[src/rtl/clock_gen_pkg.sv]
// Shared types for the clock generation subsystem: scheduler states and
// the smallest divide ratio that still yields a non-degenerate clock.
package clock_gen_pkg;

  typedef enum logic [1:0] {
    IDLE = 2'd0,
    RUN  = 2'd1,
    PEND = 2'd2
  } state_e;

  localparam int MIN_RATIO = 2;

endpackage

[src/rtl/div_period_cnt.sv]
// Period counter for the divided clock: counts 0..ratio-1, flags the last
// cycle of a period and produces the registered clk_out/tick waveform.
module div_period_cnt #(
  parameter int CNT_W = 8
) (
  input  logic             clk_in,
  input  logic             rst,
  input  logic             en,
  input  logic             run,
  input  logic [CNT_W-1:0] ratio,
  output logic             wrap,
  output logic             clk_out,
  output logic             tick
);

  logic [CNT_W-1:0] cnt_q, cnt_d;
  logic             clk_q, clk_d;
  logic             tick_q, tick_d;
  logic [CNT_W:0]   cnt_inc;
  logic [CNT_W:0]   half;

  // One extra bit keeps cnt+1 from wrapping when ratio is the maximum value.
  assign cnt_inc = {1'b0, cnt_q} + {{CNT_W{1'b0}}, 1'b1};
  assign half    = {2'b00, ratio[CNT_W-1:1]};
  assign wrap    = en && (cnt_q == (ratio - {{(CNT_W-1){1'b0}}, 1'b1}));

  always_comb begin
    cnt_d  = cnt_q;
    clk_d  = clk_q;
    tick_d = 1'b0;
    // A period boundary (or a start from idle) either opens a new period or parks low.
    if (!en || wrap) begin
      cnt_d  = '0;
      tick_d = run;
      clk_d  = run;
    end else begin
      cnt_d  = cnt_inc[CNT_W-1:0];
      clk_d  = (cnt_inc < half);
    end
  end

  always_ff @(posedge clk_in or posedge rst) begin
    if (rst) begin
      cnt_q  <= '0;
      clk_q  <= 1'b0;
      tick_q <= 1'b0;
    end else begin
      cnt_q  <= cnt_d;
      clk_q  <= clk_d;
      tick_q <= tick_d;
    end
  end

  assign clk_out = clk_q;
  assign tick    = tick_q;

endmodule

[src/rtl/clock_div_sched.sv]
// Runtime-reconfigurable clock divider: accepts ratio updates over a
// valid/ready handshake and applies them only at period boundaries.
module clock_div_sched
  import clock_gen_pkg::*;
#(
  parameter int CNT_W     = 8,
  parameter int DEF_RATIO = 2
) (
  input  logic             clk_in,
  input  logic             rst,
  input  logic             run,
  input  logic             cfg_valid,
  input  logic [CNT_W-1:0] cfg_ratio,
  output logic             cfg_ready,
  output logic             cfg_err,
  output logic             clk_out,
  output logic             tick,
  output logic [CNT_W-1:0] ratio_cur,
  output logic             busy
);

  // Handshake: a ratio transfers on a posedge where cfg_valid && cfg_ready;
  // cfg_ready is low only while a ratio is pending, and the requester holds
  // cfg_valid/cfg_ratio stable until it is taken.
  state_e           state_q, state_d;
  logic [CNT_W-1:0] ratio_q, ratio_d;
  logic [CNT_W-1:0] pend_q, pend_d;
  logic             err_q, err_d;
  logic             xfer, ratio_ok, wrap;

  assign cfg_ready = (state_q != PEND);
  assign busy      = (state_q != IDLE);
  assign xfer      = cfg_valid && cfg_ready;
  assign ratio_ok  = (cfg_ratio >= CNT_W'(MIN_RATIO));

  always_comb begin
    state_d = state_q;
    ratio_d = ratio_q;
    pend_d  = pend_q;
    err_d   = xfer && !ratio_ok;
    unique case (state_q)
      IDLE: begin
        if (xfer && ratio_ok) ratio_d = cfg_ratio;
        if (run) state_d = RUN;
      end
      RUN: begin
        if (wrap) state_d = run ? RUN : IDLE;
        // A ratio taken on the final cycle of a stopping period goes straight
        // into effect, since there is no further boundary to wait for.
        if (xfer && ratio_ok) begin
          if (wrap && !run) begin
            ratio_d = cfg_ratio;
          end else begin
            pend_d  = cfg_ratio;
            state_d = PEND;
          end
        end
      end
      PEND: begin
        if (wrap) begin
          ratio_d = pend_q;
          state_d = run ? RUN : IDLE;
        end
      end
      default: state_d = IDLE;
    endcase
  end

  always_ff @(posedge clk_in or posedge rst) begin
    if (rst) begin
      state_q <= IDLE;
      ratio_q <= CNT_W'(DEF_RATIO);
      pend_q  <= '0;
      err_q   <= 1'b0;
    end else begin
      state_q <= state_d;
      ratio_q <= ratio_d;
      pend_q  <= pend_d;
      err_q   <= err_d;
    end
  end

  assign ratio_cur = ratio_q;
  assign cfg_err   = err_q;

  div_period_cnt #(
    .CNT_W(CNT_W)
  ) u_cnt (
    .clk_in  (clk_in),
    .rst     (rst),
    .en      (busy),
    .run     (run),
    .ratio   (ratio_q),
    .wrap    (wrap),
    .clk_out (clk_out),
    .tick    (tick)
  );

endmodule
[config.mk]
export PLATFORM = sky130hd
export DESIGN_NAME = clock_div_sched
export DESIGN_NICKNAME = d
export VERILOG_FILES = /design/src/rtl/clock_gen_pkg.sv /design/src/rtl/div_period_cnt.sv /design/src/rtl/clock_div_sched.sv
export SDC_FILE = /design/constraint.sdc
export NUM_CORES = 1
export LEC_CHECK = 0
export ABC_AREA = 1
export CORE_UTILIZATION = 25
export CTS_CLUSTER_SIZE = 12
export DETAILED_ROUTE_END_ITERATION = 8
export DONT_BUFFER_PORTS = 1
export HOLD_SLACK_MARGIN = 0.12
export SETUP_SLACK_MARGIN = 0.15
export SYNTH_ARGS = -nofsm -noshare
export SYNTH_HDL_FRONTEND = slang
export SYNTH_SLANG_ARGS = --single-unit
export TNS_END_PERCENT = 50
[constraint.sdc]
create_clock -name clk_in -period 2.79 [get_ports clk_in]
set_clock_uncertainty 0.2 [all_clocks]
set_input_delay 0.279 -clock clk_in [delete_from_list [all_inputs] [get_ports clk_in]]
set_output_delay 0.279 -clock clk_in [all_outputs]
set_load 0.01 [all_outputs]
## Word-level counts from Yosys, hierarchy flattened

Index checks and enable logic that the tools add are counted.

| storage, ports and cells | value |
|---|---|
| word-level logic and storage cells | 49 |
| register bits after elaboration | 29 |
| output and inout port bits | 13 |

| operators by class | value |
|---|---|
| reduce and logical (&&, ||, !) cells | 14 |
| bitwise gates (word level) | 1 |
| order comparisons | 2 |
| equality and inequality tests | 9 |
| mux-type cells | 14 |
| add/subtract/negate cells | 2 |

Operator list:

| operator | count |
|---|---|
| $mux 8 | 5 |
| $pmux 8 s3 | 1 |
| $ne 2x2->1 const B | 5 |
| $add 8x1->9 const B | 1 |
| $lt 9x7->1 | 1 |
| $eq 8x8->1 | 1 |
| $ge 8x2->1 const B | 1 |
| $mux 2 | 4 |
| $sub 8x1->8 const B | 1 |
| $pmux 2 s3 | 1 |
| $logic_and 1x1->1 | 5 |
| $reduce_and 5->1 | 1 |
| $logic_not 1->1 | 3 |
| $mux 1 | 3 |
| $reduce_and 3->1 | 1 |
| $reduce_bool 3->1 | 1 |
| $eq 2x1->1 const B | 1 |
| $eq 2x2->1 const B | 1 |
| $logic_not 2->1 | 1 |
| $ne 2x1->1 const B | 1 |
| $reduce_bool 2->1 | 1 |
| $logic_or 1x1->1 | 1 |
| $not 1->1 | 1 |

## Logic depth before layout (Yosys ltp)

Gate-level depths: netlist of the first run.

| depth | value |
|---|---|
| depth in word-level cells | 7 |
| mapped depth | 15 |

## Hierarchy

A second synthesis of the first run with hierarchy kept.

| unflattened totals | value |
|---|---|
| cell total of the unflattened synthesis | 260 |
| area, all modules | 1893.1 um^2 |

Modules (own cells, without submodules):

| module | sequential area each (um^2) | area an instance (um^2) | cells an instance | times used |
|---|---|---|---|---|
| clock_div_sched | 476.7 | 967.2 | 115 | 1 |
| div_period_cnt | 250.2 | 925.9 | 145 | 1 |

## Worst setup path before layout of the first run

No wires, ideal clock.

| timing | value |
|---|---|
| kind | reg-to-reg |
| start point | register u_cnt.cnt_q[0] |
| end point | register u_cnt.clk_q (netlist: u_cnt.clk_out) |
| data arrival time | 1850 ps |
| stages on the path, launching flop included | 14 |
| period minus slack after synthesis | 2145 ps |
| path buffers | 0 |
| data required time | 2495 ps |
| setup slack | 645 ps |
| setup time | 95 ps |
| path through | dfrtp_1 ha_1 nand2_1 nor2_1 xor2_1 inv_1 ha_1 nand2_1 inv_1 o21ai_0 nand4_1 nand3_1 nand3_1 o31ai_1 |

| between the ends | value |
|---|---|
| word-level cells in the longest chain between the ends | 4 |
| elaborated cells between the ends (all ways) | 6 |
| those cells by class | add/sub: 1; order compare: 1; eq/ne: 1; mux: 1; reduce/logical: 2 |

RTL lines:

| what | line | source |
|---|---|---|
| start, declared | div_period_cnt.sv:16 | `logic [CNT_W-1:0] cnt_q, cnt_d;` |
| start signal, assigned | div_period_cnt.sv:48 | `cnt_q <= cnt_d;` |
| parallel branches: the longest is 3 deep, another holds $add 8x1->9 | n/a |  |
| $mux 1 (*) | div_period_cnt.sv:32 | `if (!en \|\| wrap) begin` |
| net u_cnt.clk_d | div_period_cnt.sv:17 | `logic clk_q, clk_d;` |
| end signal, assigned | div_period_cnt.sv:49 | `clk_q <= clk_d;` |
| end, declared | div_period_cnt.sv:17 |  |

Mark *: on every way through the listed nets, which the timed path passes.
A chain may end at the register's enable or synchronous reset.

## Worst setup path after layout of the first run

Same ends and word-level chain as after synthesis.

==> parameters.txt, run 1 <==
Parameter                              Value

Layout
  Nets    297
  Filler Cell Count    815
  Final std cells w/o fill    377
  Fraction of layout cells with a size suffix above 1    0.158
  Area growth from synthesis to final layout    17.8%
  Final instance area    2290 um2
  Antenna Cells    0
  Multi-input gate area in the final layout    1080 um2
  Fraction of the core area covered by cells at the end of the flow    0.311
  FF+latch area    727 um2

Synthesis
  Synth Instances    257
  Top cells by area, synth    sky130_fd_sc_hd__dfrtp_1 36%, sky130_fd_sc_hd__nand2_1 16%, sky130_fd_sc_hd__inv_1 5.4%
  Proportion of synthesized flip-flops having asynchronous set or reset    1.00
  Sequential area share after synthesis    0.374
  Post-synth design cell area    1940 um2
  Register bit count reported by yosys    29
  Most used standard cells in the synthesized netlist    85 x sky130_fd_sc_hd__nand2_1, 28 x sky130_fd_sc_hd__dfrtp_1, 28 x sky130_fd_sc_hd__inv_1
  Synthesized netlist net count    277
  Most common flop cell mapped by yosys    sky130_fd_sc_hd__dfrtp_1
  Average size of a mapped cell    7.56 um2
  Most instantiated library cell after synthesis    sky130_fd_sc_hd__nand2_1
  Number of unique standard cell types used by synthesis    30
  Library cell with the largest summed area after synthesis    sky130_fd_sc_hd__dfrtp_1
  Synth warnings    0
  Area share of the leading cell type in the synthesized netlist    0.361
  EDFF count, synth    0

Floorplan
  Core ar.    7370 um2
  Horizontal die dimension    90.2 um
  Chip height    90.2 um
  # IOs    25
  Std-Cell Rows    31
  Initial core utilization    0.264
  Die Outline Area    8130 um2

Pwr
  P_leak    1.16 nW
  Worst IR drop on VDD    0.271 mV
  Total power    0.797 mW
  PD cells    348 nW/um2

Global routing
  Global-route total usage across every layer    0.115
  Wire length of the first global-routing pass    7560 um
  Number of antenna violations at the first check in global routing    0
  Remaining Overflow, GRT    0
  Pin count of the biggest net entering global routing    30
  Vias in the first global route    1630

CTS
  CTS tree    done
  Clock latency on the worst-skew pair    0.27 ns
  Worst-path clk slew    0.06 ns
  Cts bufs inserted    5
  Root Buffer Master    sky130_fd_sc_hd__clkbuf_8
  Number of H-tree levels    2
  Maximum number of buffers from clock root to sink    2
  Clock tree sinks    29

Timing
  Total count of hold-check failures in the final report    0
  Shortest period the worst path allows    2.37 ns
  Hold Slack    0.161 ns
  Accumulated negative setup slack    0 ns
  Worst slew margin relative to its limit    0.682
  Worst path setup slack after routing    0.423 ns
  Transition time at the pin with the least slew margin    0.477 ns
  Final setup violation count    0
  Max-slew violation total from the final report    0
  Final worst-path cycle share    0.848
  Unrepaired setup endpoints after global routing    false
  Peak clock frequency supported by timing    423 MHz

Placement
  Detailed Place HPWL    3330 um
  Count of input and output buffers    0
  Number of cells in the design after placement    356
  Placed Area    2070 um2
  Routability-driven placement congestion ratio    0.835
  Worst setup slack after placement    0.288 ns

Critical path
  Critical path class    reg2reg
  Worst Path Max Fanout    4
  Data required time at the worst endpoint    2.77 ns
  Crit start category    register
  Endpoint kind of the worst setup timing path    register
  CP arrival    2.35 ns

Routing
  Final antenna-violating net count    0
  Routed wire length per instance    11.5 um
  Detailed-route wire length    4330 um
  Drt first pass iters    4
  Total number of vias    1610
  Via-to-Cell Ratio    4.27
  Number of DRC markers in iteration 0    63
  Number of design rule violations left after detail routing    0

Run
  Number of maximum-capacitance violations    0

Worst hold path
  Worst min path class    in2reg

Outcome
  Run status    complete, no violations
[layer usage]
metal / vias up / track usage / routed length (um)
li1: 849 / - / -
met1: 731 / 0.151 / 2130
met2: 28 / 0.194 / 2060
met3: 2 / 0.0203 / 121
met4: 0 / 0.0282 / 18
met5: - / 0 / 0
[path summary, 6_finish.rpt]
path | start | endpoint | slack, ns | cells after the start
max | u_cnt.cnt_q[0]$_DFF_PP0_ | u_cnt.clk_out$_DFF_PP0_ | 0.42 | 13
min | run | state_q[0]$_DFFE_PP0P_ | 0.16 | 4
max reg2reg | u_cnt.cnt_q[0]$_DFF_PP0_ | u_cnt.clk_out$_DFF_PP0_ | 0.42 | 13
min reg2reg | pend_q[1]$_DFFE_PP0P_ | pend_q[1]$_DFFE_PP0P_ | 0.28 | 2
max in group asynchronous | rst | ratio_cur[1]$_DFFE_PP1P_ | 1.75 | 3
min in group asynchronous | rst | pend_q[0]$_DFFE_PP0P_ | 0.33 | 3
[cell usage in the layout (no fill, tap or decap), types with 8 or more instances in the layout]
| master | instances |
|---|---|
| sky130_fd_sc_hd__inv_1 | 28 |
| sky130_fd_sc_hd__nand2_2 | 11 |
| sky130_fd_sc_hd__ha_1 | 8 |
| sky130_fd_sc_hd__xor2_1 | 9 |
| sky130_fd_sc_hd__nand4_1 | 10 |
| sky130_fd_sc_hd__dlygate4sd3_1 | 11 |
| sky130_fd_sc_hd__nand3_1 | 21 |
| sky130_fd_sc_hd__dfrtp_1 | 28 |
| sky130_fd_sc_hd__nor2_1 | 20 |
| sky130_fd_sc_hd__nand2_1 | 85 |
[power breakdown]
part           switching, mW  total (mW)  internal (mW)
logic                 0.0164      0.0294         0.0130
clock network          0.146       0.347          0.201
registers                  0       0.421          0.421
[worst max-delay path: stages, from the launching register on]
cell                      delay, ns
sky130_fd_sc_hd__dfrtp_1       0.39
sky130_fd_sc_hd__ha_1          0.20
sky130_fd_sc_hd__nand2_1       0.09
sky130_fd_sc_hd__nor2_2        0.13
sky130_fd_sc_hd__xor2_1        0.21
sky130_fd_sc_hd__inv_1         0.07
sky130_fd_sc_hd__ha_1          0.29
sky130_fd_sc_hd__nand2_1       0.07
sky130_fd_sc_hd__inv_1         0.04
sky130_fd_sc_hd__o21ai_0       0.06
sky130_fd_sc_hd__nand4_1       0.13
sky130_fd_sc_hd__nand3_1       0.09
sky130_fd_sc_hd__nand3_1       0.08
sky130_fd_sc_hd__o31ai_1       0.22
[cell type report]
type	instances	area share
well taps	99	0.0541
clock buffers	8	0.0394
multi-input cells	193	0.471
inverters	33	0.0569
repair buffers	15	0.0612
flip-flops and latches	29	0.318
[repair_timing]
action	4_1_cts	5_1_grt
setup endpoints to repair	0	1
resized for setup	0	1
hold endpoints to repair	49	0
setup buffers	0	2
hold buffers	11	0
[cells by family after synthesis]
logic type	after synthesis	share of synthesized area
compound gates	9	0.0283
xor+xnor	11	0.0496
fa+ha+maj	8	0.0515
buf+inv	35	0.0728
flops	29	0.374
simple gates	165	0.424
[state kept, by name, summed over array words and instances (netlist names)]
signal / cells
cfg_err: 1
state_q: 2
u_cnt.cnt_q: 8
u_cnt.clk_out: 1
u_cnt.tick: 1
pend_q: 8
ratio_cur: 8
No activity file was read; power rests on OpenSTA's default activity.
==> run 2: changes to the inputs <==
==> constraint.sdc (replaced) <==
create_clock -name clk_in -period 2.35 [get_ports clk_in]
set_clock_uncertainty 0.2 [all_clocks]
set_input_delay 0.235 -clock clk_in [delete_from_list [all_inputs] [get_ports clk_in]]
set_output_delay 0.235 -clock clk_in [all_outputs]
set_load 0.01 [all_outputs]
==> run 2 against run 1 <==
- critical path depth unchanged
- first-iteration DRC count shrank 4.8%
- routed wire length increased by 5.9%
- largest cell class unchanged
==> parameters.txt, run 2 (synthesis gave the netlist of run 1 again) <==
Parameter                              Value

Critical path
  Endpoint kind of the worst setup timing path    register
  Critical path class    reg2reg
  Worst Path Max Fanout    3 (-1)
  Data required time at the worst endpoint    2.34 ns (-0.43 ns)
  Crit start category    register
  CP arrival    2.16 ns (-0.19 ns)
  Setup slack on the worst flop-to-flop path    0.18 ns (-0.25 ns)

CTS
  Clock latency on the worst-skew pair    0.27 ns (about the same)
  Cts bufs inserted    5 (unchanged)
  CTS tree    done
  Number of H-tree levels    2 (unchanged)
  Maximum number of buffers from clock root to sink    2 (unchanged)
  Worst-path clk slew    0.06 ns (about the same)
  Clock tree sinks    29 (unchanged)
  Root Buffer Master    sky130_fd_sc_hd__clkbuf_8

Run
  Number of maximum-capacitance violations    0 (unchanged)

Floorplan
  Chip height    90.2 um (unchanged)
  Horizontal die dimension    90.2 um (unchanged)
  Initial core utilization    0.264 (unchanged)
  Std-Cell Rows    31 (unchanged)
  Die Outline Area    8130 um2 (unchanged)
  Core ar.    7370 um2 (unchanged)
  # IOs    25 (unchanged)

Timing
  Accumulated negative setup slack    0 ns (unchanged)
  Unrepaired setup endpoints after global routing    true
  Final worst-path cycle share    0.925 (+0.0770)
  Total count of hold-check failures in the final report    0 (unchanged)
  Worst slew margin relative to its limit    0.686 (+0.00373)
  Shortest period the worst path allows    2.17 ns (-0.192 ns)
  Peak clock frequency supported by timing    460 MHz (+8.8%)
  Transition time at the pin with the least slew margin    0.471 ns (-0.00560 ns)
  Final setup violation count    0 (unchanged)
  Max-slew violation total from the final report    0 (unchanged)

Placement
  Detailed Place HPWL    3350 um (+0.45%)
  Placed Area    2120 um2 (+2.2%)
  Routability-driven placement congestion ratio    0.806 (-3.5%)
  Count of input and output buffers    0 (unchanged)

Global routing
  Number of antenna violations at the first check in global routing    0 (unchanged)
  Wire length of the first global-routing pass    7730 um (+2.3%)
  Vias in the first global route    1572 (-3.6%)
  Remaining Overflow, GRT    0 (unchanged)
  Pin count of the biggest net entering global routing    30 (unchanged)
  Global-route total usage across every layer    0.118 (+0.00290)

Layout
  Fraction of the core area covered by cells at the end of the flow    0.336 (+0.0258)
  Commonest cells after routing, fill and taps aside    75 x sky130_fd_sc_hd__nand2_1, 26 x sky130_fd_sc_hd__dfrtp_1, 23 x sky130_fd_sc_hd__inv_1
  Filler Cell Count    782 (-4.0%)
  Nets    311 (+4.7%)
  Antenna Cells    0 (unchanged)
  Fraction of layout cells with a size suffix above 1    0.281 (+0.123)
  Area growth from synthesis to final layout    27.6%
  Final instance area    2480 um2 (+8.3%)
  Leading cell type in the layout, fill and taps excluded    sky130_fd_sc_hd__nand2_1

Pwr
  PD cells    386 nW/um2 (+11%)
  P_leak    1.23 nW (+5.8%)
  Worst IR drop on VDD    0.310 mV (+14%)

Routing
  Detailed-route wire length    4590 um (+5.9%)
  Via-to-Cell Ratio    4.24 (-0.65%)
  Drt first pass iters    4 (unchanged)
  Routed wire length per instance    11.7 um (+2.1%)
  Number of DRC markers in iteration 0    60 (-4.8%)
  Number of design rule violations left after detail routing    0 (unchanged)
  Total number of vias    1659 (+3.0%)
  Final antenna-violating net count    0 (unchanged)

Outcome
  Run status    complete, no violations

Worst hold path
  Worst min path class    in2reg
[run 2: changes by cell type in the layout (fill, tap and decap cells not counted), moves of 2 or more]
cell / previous run / this run
sky130_fd_sc_hd__nand3_1: 21 / 19
sky130_fd_sc_hd__inv_2: 3 / 8
sky130_fd_sc_hd__dfrtp_2: 0 / 2
sky130_fd_sc_hd__nand3_2: 1 / 3
sky130_fd_sc_hd__ha_1: 8 / 5
sky130_fd_sc_hd__dfrtp_1: 28 / 26
sky130_fd_sc_hd__nor2_4: 4 / 6
sky130_fd_sc_hd__ha_4: 0 / 2
sky130_fd_sc_hd__inv_1: 28 / 23
sky130_fd_sc_hd__buf_4: 4 / 18
sky130_fd_sc_hd__nand2_2: 11 / 21
sky130_fd_sc_hd__nand2_1: 85 / 75
[run 2: routing by layer]
layer	vias up	track usage	routed length, um
li1	878	-	-
met1	748	0.163	2200
met2	31	0.188	2190
met3	2	0.0279	183
met4	0	0.0202	8
met5	-	0	0
[run 2: what timing repair did]
item,CTS,global route
pin swaps,2,18
cloned,0,0
endpoints found under the setup margin,1,27
gates resized for setup,1,28
hold endpoints to repair,49,0
hold buffers,11,0
setup buffers,2,8
[run 2: layout make-up]
cell class                      count  area (um2)  share of cell area
Clock buffer                        8        90.1              0.0363
Inverter                           33         130              0.0525
Tap cell                           99         124              0.0500
Timing Repair Buffer               29         245              0.0989
Multi-Input combinational cell    193        1160               0.468
Sequential cell                    29         729               0.294
[run 2: stage by stage]
step	hold slack, ns	cells	power [mW]	setup WS (ns)
CTS	0.123	383	0.972	0.150
floorplan	0.112	257	0.520	0.205
finish	0.124	391	0.956	0.176
detailed placement	0.0226	362	0.525	0.0823
global placement	0.0248	362	0.525	0.143
global route	0.146	391	0.998	0.0382
[run 2: power breakdown]
group | switching [mW] | total [mW] | internal (mW)
Clock | 0.184 | 0.423 | 0.238
Sequential | 0 | 0.499 | 0.499
Combinational | 0.0189 | 0.0344 | 0.0155
Total | 0.203 | 0.956 | 0.753
[run 2: worst max-delay path: stages (launching register included)]
cell and delay, ns:
sky130_fd_sc_hd__dfrtp_1 0.38, sky130_fd_sc_hd__ha_2 0.20, sky130_fd_sc_hd__nand2_2 0.08, sky130_fd_sc_hd__nor2_4 0.14, sky130_fd_sc_hd__xor2_2 0.19, sky130_fd_sc_hd__inv_2 0.07, sky130_fd_sc_hd__ha_4 0.22, sky130_fd_sc_hd__nand2_2 0.06
sky130_fd_sc_hd__inv_2 0.03, sky130_fd_sc_hd__o21ai_1 0.06, sky130_fd_sc_hd__nand4_1 0.09, sky130_fd_sc_hd__nand3_1 0.09, sky130_fd_sc_hd__nand3_1 0.07, sky130_fd_sc_hd__o31ai_1 0.21
[run 2: worst paths after layout]
kind | from | to | cells past startpoint
min | run | state_q[0]$_DFFE_PP0P_ | 4
min reg2reg | pend_q[6]$_DFFE_PP0P_ | pend_q[6]$_DFFE_PP0P_ | 2
max reg2reg | u_cnt.cnt_q[1]$_DFF_PP0_ | u_cnt.clk_out$_DFF_PP0_ | 13
max in group asynchronous | rst | ratio_cur[1]$_DFFE_PP1P_ | 3
min in group asynchronous | rst | pend_q[5]$_DFFE_PP0P_ | 3
max | u_cnt.cnt_q[1]$_DFF_PP0_ | u_cnt.clk_out$_DFF_PP0_ | 13
